`src/rtl/pipelined_barrel_shifter_pkg.sv`:
```
// pipelined_barrel_shifter_pkg: op-code constants and sizing helpers shared by the shifter and the ALU decoder
package pipelined_barrel_shifter_pkg;
  localparam logic [1:0] OP_SLL = 2'b00;
  localparam logic [1:0] OP_SRL = 2'b01;
  localparam logic [1:0] OP_SRA = 2'b10;
  localparam logic [1:0] OP_ROL = 2'b11;
  function automatic int ceil_div(input int a, input int b);
    return (a + b - 1) / b;
  endfunction
endpackage

```
`src/rtl/pipelined_barrel_shifter_shift_level.sv`:
```
// shift_level: one combinational 2:1 level of the log shifter, shifting by 2**J when enabled
module shift_level
  import pipelined_barrel_shifter_pkg::*;
#(
  parameter int WIDTH = 32,
  parameter int J     = 0
) (
  input  logic [WIDTH-1:0] d_i,
  input  logic [1:0]       op_i,
  input  logic             en_i,
  input  logic             sign_i,
  output logic [WIDTH-1:0] d_o
);
  localparam int A = 1 << J;
  logic fill;
  assign fill = (op_i == OP_SRA) && sign_i;
  assign d_o = !en_i ? d_i :
               op_i == OP_SLL ? {d_i[WIDTH-A-1:0], {A{1'b0}}} :
               op_i == OP_ROL ? {d_i[WIDTH-A-1:0], d_i[WIDTH-1:WIDTH-A]} :
                                {{A{fill}}, d_i[WIDTH-1:A]};
endmodule

```
`src/rtl/pipelined_barrel_shifter.sv`:
```
// pipelined_barrel_shifter: SLL/SRL/SRA/ROL log shifter split over STAGES valid/ready register slices
module pipelined_barrel_shifter
  import pipelined_barrel_shifter_pkg::*;
#(
  parameter int WIDTH  = 32,
  parameter int STAGES = 2
) (
  input  logic             clk,
  input  logic             rst,
  input  logic             in_valid,
  output logic             in_ready,
  input  logic [WIDTH-1:0] in_data,
  input  logic [31:0]      in_shamt,
  input  logic [1:0]       in_op,
  output logic             out_valid,
  input  logic             out_ready,
  output logic [WIDTH-1:0] out_data,
  output logic             busy
);
  localparam int LEVELS = $clog2(WIDTH);
  localparam int PER    = ceil_div(LEVELS, STAGES);
  localparam int MW     = LEVELS + 3;
  logic [STAGES-1:0] vld_q, vld_d, rdy;
  logic [WIDTH-1:0]  data_q [STAGES];
  logic [WIDTH-1:0]  data_d [STAGES];
  logic [WIDTH-1:0]  sh_in  [STAGES];
  logic [MW-1:0]     meta_q [STAGES];
  logic [MW-1:0]     meta_d [STAGES];
  logic              ovf;
  assign ovf = |in_shamt[31:LEVELS];
  // Oversize SLL/SRL/SRA collapse to a constant operand up front; later levels leave it unchanged.
  always_comb begin
    vld_d[0]  = in_valid;
    sh_in[0]  = (ovf && in_op != OP_ROL) ? {WIDTH{in_op == OP_SRA && in_data[WIDTH-1]}} : in_data;
    meta_d[0] = {in_op, in_data[WIDTH-1], in_shamt[LEVELS-1:0]};
    for (int k = 1; k < STAGES; k++) begin
      vld_d[k]  = vld_q[k-1];
      sh_in[k]  = data_q[k-1];
      meta_d[k] = meta_q[k-1];
    end
  end
  always_comb begin
    logic r;
    r   = out_ready;
    rdy = '0;
    for (int k = STAGES - 1; k >= 0; k--) begin
      r      = !vld_q[k] || r;
      rdy[k] = r;
    end
  end
  for (genvar k = 0; k < STAGES; k++) begin : g_stage
    logic [PER:0][WIDTH-1:0] ch;
    assign ch[0] = sh_in[k];
    for (genvar i = 0; i < PER; i++) begin : g_lvl
      if (k * PER + i < LEVELS) begin : g_on
        shift_level #(.WIDTH(WIDTH), .J(k * PER + i)) u_lvl (
          .d_i   (ch[i]),
          .op_i  (meta_d[k][MW-1 -: 2]),
          .en_i  (meta_d[k][k * PER + i]),
          .sign_i(meta_d[k][LEVELS]),
          .d_o   (ch[i+1])
        );
      end else begin : g_off
        assign ch[i+1] = ch[i];
      end
    end
    assign data_d[k] = ch[PER];
  end
  always_ff @(posedge clk or posedge rst) begin
    if (rst) begin
      vld_q <= '0;
      for (int k = 0; k < STAGES; k++) begin
        data_q[k] <= '0;
        meta_q[k] <= '0;
      end
    end else begin
      for (int k = 0; k < STAGES; k++) begin
        if (rdy[k]) begin
          vld_q[k] <= vld_d[k];
          if (vld_d[k]) begin
            data_q[k] <= data_d[k];
            meta_q[k] <= meta_d[k];
          end
        end
      end
    end
  end
  assign in_ready  = rdy[0];
  assign out_valid = vld_q[STAGES-1];
  assign out_data  = data_q[STAGES-1];
  assign busy      = |vld_q;
endmodule
```
`config.mk`:
```
export PLATFORM = sky130hd
export DESIGN_NAME = pipelined_barrel_shifter
export DESIGN_NICKNAME = d
export VERILOG_FILES = /design/src/rtl/pipelined_barrel_shifter_pkg.sv /design/src/rtl/pipelined_barrel_shifter_shift_level.sv /design/src/rtl/pipelined_barrel_shifter.sv
export SDC_FILE = /design/constraint.sdc
export NUM_CORES = 1
export LEC_CHECK = 0
export ABC_AREA = 1
export CORE_ASPECT_RATIO = 0.5
export CORE_MARGIN = 2
export CORE_UTILIZATION = 55
export CTS_CLUSTER_SIZE = 24
export DETAILED_ROUTE_END_ITERATION = 7
export PLACE_DENSITY_LB_ADDON = 0.3
export SKIP_LAST_GASP = 1
export SYNTH_ARGS = -nofsm -noshare
export SYNTH_HDL_FRONTEND = slang
export SYNTH_SLANG_ARGS = --single-unit
export TNS_END_PERCENT = 10
```
`constraint.sdc`:
```
create_clock -name clk -period 2.4 [get_ports clk]
set_clock_uncertainty 0.05 [all_clocks]
set_input_delay 0.36 -clock clk [delete_from_list [all_inputs] [get_ports clk]]
set_output_delay 0.36 -clock clk [all_outputs]
set_load 0.005 [all_outputs]
```
# [After elaboration in Yosys (flattened, before gate mapping)]
# Index checks and enable logic that the tools add are counted.
[op_classes] n_reduce_logical=13 muxes=16 eq_ne=5
[ops] op="$mux W32" count=16
[ops] op="$reduce_or A27 Y1" count=1
[ops] op="$eq A2 B2 Y1 const B" count=4
[ops] op="$logic_not A2 Y1" count=2
[ops] op="$reduce_and A2 Y1" count=2
[ops] op="$logic_and A1 B1 Y1" count=3
[ops] op="$logic_not A1 Y1" count=2
[ops] op="$logic_or A1 B1 Y1" count=2
[ops] op="$ne A2 B2 Y1 const B" count=1
[ops] op="$reduce_or A2 Y1" count=1
[word_totals] ff_bits=74 inputBits=70 elab_cells=39 out_inout_bits=35

# [Longest topological paths before layout]
[logic_depth] word_depth=12 depth_mapped=18 ltp_nobuf=17

# [Modules after synthesis]
# From an unflattened synthesis, not the netlist that was laid out.
[hier_totals] hier_cells=1348 area_unflattened_um2=8079.0
[modules_own_cells] mod="pipelined_barrel_shifter" seq_area_each_um2=1776.7 area_per_inst_um2=3423.3 n_inst=1 cells_per_inst=309
[modules_own_cells] mod="shift_level at g_stage[1].g_lvl[0].g_on.u_lvl" seq_area_each_um2=0.0 area_per_inst_um2=1013.5 n_inst=1 cells_per_inst=223
[modules_own_cells] mod="shift_level at g_stage[0].g_lvl[2].g_on.u_lvl" seq_area_each_um2=0.0 area_per_inst_um2=943.4 n_inst=1 cells_per_inst=220
[modules_own_cells] mod="shift_level at g_stage[0].g_lvl[1].g_on.u_lvl" seq_area_each_um2=0.0 area_per_inst_um2=939.7 n_inst=1 cells_per_inst=217
[modules_own_cells] mod="shift_level at g_stage[0].g_lvl[0].g_on.u_lvl" seq_area_each_um2=0.0 area_per_inst_um2=920.9 n_inst=1 cells_per_inst=216
[modules_own_cells] mod="shift_level at g_stage[1].g_lvl[1].g_on.u_lvl" seq_area_each_um2=0.0 area_per_inst_um2=838.3 n_inst=1 cells_per_inst=163

# [Least setup slack after synthesis]
# Ideal clock, no wire load.
[synth_path] path_kind="input -> register" start="input port in_shamt[20]" end="register data_q[54] (netlist bit)" n_path_buf=1 required_time_ns=2.227 slack_ns=0.560 cell_stages=15 t_arrival_ns=1.668 cell_sequence="inv_1 > nand2_1 > nor2_1 > nand2_1 > nor2_1 > nand2_2 > nand2_4 > buf_2 > nand3_1 > nand3_1 > nand3_1 > nand3_1 > nand2_1 > a21oi_1 > a21oi_1"
[synth_between] elab_chain_len=12
[synth_rtl] element="from (decl)" line_no="pipelined_barrel_shifter.sv:13" text="input logic [31:0] in_shamt,"
[synth_rtl] element="$reduce_or A27 Y1 *" line_no="pipelined_barrel_shifter.sv:30" text="assign ovf = |in_shamt[31:LEVELS];"
[synth_rtl] element="$logic_and A1 B1 Y1 *" line_no="pipelined_barrel_shifter.sv:34" text="sh_in[0] = (ovf && in_op != OP_ROL) ? {WIDTH{in_op == OP_SRA && in_data[WIDTH-1]}} : in_data;"
[synth_rtl] element="$mux W32 *" line_no="pipelined_barrel_shifter.sv:34"
[synth_rtl] element="$mux W32" line_no="pipelined_barrel_shifter_shift_level.sv:19" text="op_i == OP_ROL ? {d_i[WIDTH-A-1:0], d_i[WIDTH-1:WIDTH-A]} :"
[synth_rtl] element="$mux W32" line_no="pipelined_barrel_shifter_shift_level.sv:18" text="op_i == OP_SLL ? {d_i[WIDTH-A-1:0], {A{1'b0}}} :"
[synth_rtl] element="$mux W32 *" line_no="pipelined_barrel_shifter_shift_level.sv:17" text="assign d_o = !en_i ? d_i :"
[synth_rtl] element="$mux W32" line_no="pipelined_barrel_shifter_shift_level.sv:19"
[synth_rtl] element="$mux W32" line_no="pipelined_barrel_shifter_shift_level.sv:18"
[synth_rtl] element="$mux W32 *" line_no="pipelined_barrel_shifter_shift_level.sv:17"
[synth_rtl] element="$mux W32" line_no="pipelined_barrel_shifter_shift_level.sv:19"
[synth_rtl] element="$mux W32" line_no="pipelined_barrel_shifter_shift_level.sv:18"
[synth_rtl] element="$mux W32 *" line_no="pipelined_barrel_shifter_shift_level.sv:17"
[synth_rtl] element="to (signal, indexed assignment)" line_no="pipelined_barrel_shifter.sv:81" text="data_q[k] <= data_d[k];"
[synth_rtl] element="to (decl)" line_no="pipelined_barrel_shifter.sv:24" text="logic [WIDTH-1:0] data_q [STAGES];"
# Every way passes the cells marked *; elsewhere a longest branch is shown, timed or not.
# A chain may end at the register's enable or synchronous reset.

# [Final worst setup path]
[layout_path] start="input port in_shamt[19]" end="register data_q[48] (netlist bit)"
# The elaborated chain is that of the path after synthesis.

==> impl_summary.log <==
[metrics] outcome: complete, no violations
[metrics] initial detailed-routing violation count: just under 1k
[metrics] post-synthesis net count: between 1k and 1.5k
[metrics] antenna-violating nets left: 0
[metrics] maximum number of pins on one net before global-route repair: 72
[metrics] unrepaired setup endpoints after global routing: yes
[metrics] routed wirelength normalized by instance count: between 15 and 20 µm
[metrics] main combinational cell family by area after synthesis: simple AND/OR/NAND/NOR gates
[metrics] Root Buffer: sky130_fd_sc_hd__clkbuf_16
[metrics] depth of the worst register-to-register path: 5
[metrics] Slew @ Worst Pin: 0.6797 ns
[metrics] worst path arrival time: between 2 and 3 ns
[metrics] kind of end point of the critical path: register
[metrics] fraction of synthesized cell area in xor and xnor cells: 0%
[metrics] arithmetic-cell share of the synthesized area counting full adders, half adders and majority gates: 0%
[metrics] launch instance of the worst register-to-register path: meta_d[4]
[metrics] highest clock rate: around 430 MHz
[metrics] starting utilization of the core area: between 50% and 60%
[metrics] worst rel slew slack: between 50% and 60%
[metrics] instance area at placement: 7719 µm²
[metrics] Routed WL: roughly 22000 µm
[metrics] total standard cell area after synthesis: roughly 6600 µm²
[metrics] Hold Violations, Final: 0
[metrics] post-detailed-route DRC marker count: 0
[metrics] die width: between 150 and 200 µm
[metrics] number of distinct library cells after synthesis: 33
[metrics] worst voltage drop across the vdd grid: 0.4303 mV
[metrics] share of synthesized area spent on multiplexers: 0%
[metrics] post-synthesis compound-gate area fraction: 18.01%
[metrics] fin. max-slew vios: 0
[metrics] share of async-settable or async-resettable flops after synthesis: between 90% and 100%
[metrics] worst setup path startpoint: in_shamt[19]
[metrics] Std-Cell Core Area: 11770 µm²
[metrics] number of antenna repair diodes: 0
[metrics] clk buf depth: 2
[metrics] Layout Nets: around 1.2k
[metrics] clock period minus final worst setup slack: 2.343 ns
[metrics] Area growth, synth to finish: 27.12%
[metrics] synthesis-stage register bit count: around 70
[metrics] Min-Delay Path Class: input port to asynchronous set/reset pin
[metrics] RePlAce Congestion: 0.9440
[metrics] kind of critical path: input port to register
[metrics] global routing usage summed across all routing layers: roughly a third
[metrics] simple-gate area share of the yosys netlist: 42.25%
[metrics] predominant post-synthesis flop cell: sky130_fd_sc_hd__dfrtp_1
[metrics] count of buffers from port buffering: around 100
[metrics] Power Density: a little under 700 nW/µm²
[metrics] warnings from Yosys: 0
[metrics] via count of the first global-routing pass: ~6.7k
[metrics] Final setup violation count: 0
[metrics] layout filler cell count: 1043
[metrics] hold_buf cts: 0
[metrics] vertical die dimension: between 80 and 90 µm
[metrics] largest fanout on the critical path: 9
[metrics] average size of a mapped cell: roughly 6.2 µm²
[metrics] number of antenna violations at the first check in global routing: 0
[metrics] post-synthesis sequential area ratio: between 20% and 30%
[metrics] number of cell rows: 28
[metrics] maximum capacitance violations: 0
[metrics] Num CTS Buffers: 9
[metrics] number of enable-type register cells in the synthesized netlist: 0
[metrics] post-layout power: 5809 µW
[metrics] Clock H-tree levels: 3
[metrics] post-detailed-route via-to-cell ratio: 6.081
[metrics] worst-skew pair later-pin latency: 0.34 ns
[metrics] area enclosed by the die boundary: between 10000 and 15000 µm²
[metrics] total leakage power: just over 0.004 µW
[metrics] # clock sinks: between 70 and 80
[metrics] DPL Wire Length: around 16000 µm
[metrics] cell count after synthesis: ~1.1k
[metrics] final period utilization: 97.62%
[metrics] global-route wire length before repair: about 34000 µm
[metrics] I/O pin cnt: approximately 110
[metrics] post-layout instance area: approximately 8400 µm²
[metrics] kind of start point of the critical path: input port
[metrics] router iterations before antenna repair: 6
[metrics] clock transition time at the flip-flop clock pins of the worst setup and hold paths: 0.06 ns
[metrics] clock tree from TritonCTS: built
[metrics] ratio of cells with drive above 1 in the final layout: around 14%
[metrics] gr ovfl total: 0
[metrics] data required time at the worst endpoint: ~2.6 ns
[metrics] total via count after detailed routing: about 7.9k
==> cell usage in the layout (no fill, tap or decap), types with 10 or more instances in the layout <==
master                            synthesis  layout
sky130_fd_sc_hd__o211ai_1                16      16
sky130_fd_sc_hd__buf_4                   36      38
sky130_fd_sc_hd__nand3_1                247     216
sky130_fd_sc_hd__buf_12                   0      11
sky130_fd_sc_hd__nand2_2                  5      12
sky130_fd_sc_hd__nand2_1                283     275
sky130_fd_sc_hd__clkbuf_16                0      10
sky130_fd_sc_hd__nand3_2                 14      45
sky130_fd_sc_hd__dfrtp_1                 71      71
sky130_fd_sc_hd__clkdlybuf4s50_1          0     103
sky130_fd_sc_hd__a21oi_2                  2      12
sky130_fd_sc_hd__nor2_1                  51      49
sky130_fd_sc_hd__o21ai_0                 69      69
sky130_fd_sc_hd__inv_1                   54      53
sky130_fd_sc_hd__a21oi_1                 86      75
==> per-layer routing <==
layer	part of all wire, %	track usage, %
met1	43	48.25
met2	43	50.35
met3	12	5.859
met4	2.3	9.364
met5	0	0
==> what timing repair did <==
item	4_1_cts	5_1_grt
pin swaps	0	3
buffers inserted	0	3
resized for setup	1	64
endpoints found under the setup margin	4	32
gates cloned	0	4
==> final timing paths <==
path | to | slack (ns)
setup / recovery | data_q[48] | 0.06
hold / removal | out_data[10] | 0.37
setup reg to reg | out_data[15] | 0.43
hold reg to reg | out_data[17] | 0.43
max in group asynchronous | out_data[22] | 1.63
min in group clk | out_data[17] | 0.43
==> registers in the layout, summed over array words and instances (netlist names) <==
name / flops
vld_q: 2
meta_d: 5
out_data: 32
data_q: 32
==> per-stage QoR <==
step	setup WS [ns]	util [%]	instances	setup TNS, ns	hold WS (ns)
after floorplan	0.1934	-	1063	0	0.4001
final	0.05721	71.34	1297	0	0.3730
after detailed placement	-0.3627	65.57	1274	-9.264	0.4197
after global routing	-0.05299	71.34	1297	-0.4990	0.4210
after CTS	-0.009744	68.21	1290	-0.02032	0.4002
after global placement	-0.3251	65.57	1274	-8.417	0.4133
==> logic make-up after synthesis <==
kind of cell,after synthesis
AO/OA/AOI/OAI,210
AND/OR/NAND/NOR,616
flip-flops,71
buffers and inverters,166
==> synth_stat cells (14+ instances only) <==
| cell | instances | area [µm²] |
|---|---|---|
| sky130_fd_sc_hd__buf_4 | 36 | 270.3 |
| sky130_fd_sc_hd__inv_1 | 54 | 202.7 |
| sky130_fd_sc_hd__buf_2 | 33 | 165.2 |
| sky130_fd_sc_hd__clkbuf_1 | 32 | 120.1 |
| sky130_fd_sc_hd__a21oi_1 | 86 | 430.4 |
| sky130_fd_sc_hd__nand3_1 | 247 | 1236 |
| sky130_fd_sc_hd__nand2_1 | 283 | 1062 |
| sky130_fd_sc_hd__dfrtp_1 | 71 | 1777 |
| sky130_fd_sc_hd__nand3_2 | 14 | 140.1 |
| sky130_fd_sc_hd__nor2_1 | 51 | 191.4 |
| sky130_fd_sc_hd__o211ai_1 | 16 | 120.1 |
| sky130_fd_sc_hd__o21ai_0 | 69 | 345.3 |
==> worst max-delay path, stage by stage <==
cell	delay, ns
sky130_fd_sc_hd__clkdlybuf4s50_1	0.40
sky130_fd_sc_hd__inv_1	0.05
sky130_fd_sc_hd__nand2_1	0.08
sky130_fd_sc_hd__nor2_1	0.11
sky130_fd_sc_hd__nand2_1	0.07
sky130_fd_sc_hd__nor2_2	0.14
sky130_fd_sc_hd__nand2_4	0.10
sky130_fd_sc_hd__buf_12	0.15
sky130_fd_sc_hd__nand2_4	0.10
sky130_fd_sc_hd__clkbuf_16	0.16
sky130_fd_sc_hd__nand3_1	0.10
sky130_fd_sc_hd__nand3_2	0.13
sky130_fd_sc_hd__nand3_1	0.07
sky130_fd_sc_hd__nand3_1	0.13
sky130_fd_sc_hd__nand2_1	0.11
sky130_fd_sc_hd__a21oi_2	0.14
sky130_fd_sc_hd__a21oi_1	0.10
==> area by class of cell <==
type	count	area [µm²]	area share, %
multi-input cells	827	4244	50.54
flip-flops and latches	71	1777	21.16
repair buffers	160	1639	19.52
clock buffers	12	236.5	2.816
inverters	58	225.2	2.682
well taps	165	206.4	2.458
clock inverters	4	70.07	0.8343
==> power by group <==
group          leakage, µW  internal (µW)  total [µW]  switching, µW
clock             0.000151            907        1400            495
combinational      0.00309           1180        2590           1410
sequential        0.000835           1550        1820            270
total              0.00408           3630        5810           2170
(Power assumes the default switching activity.)
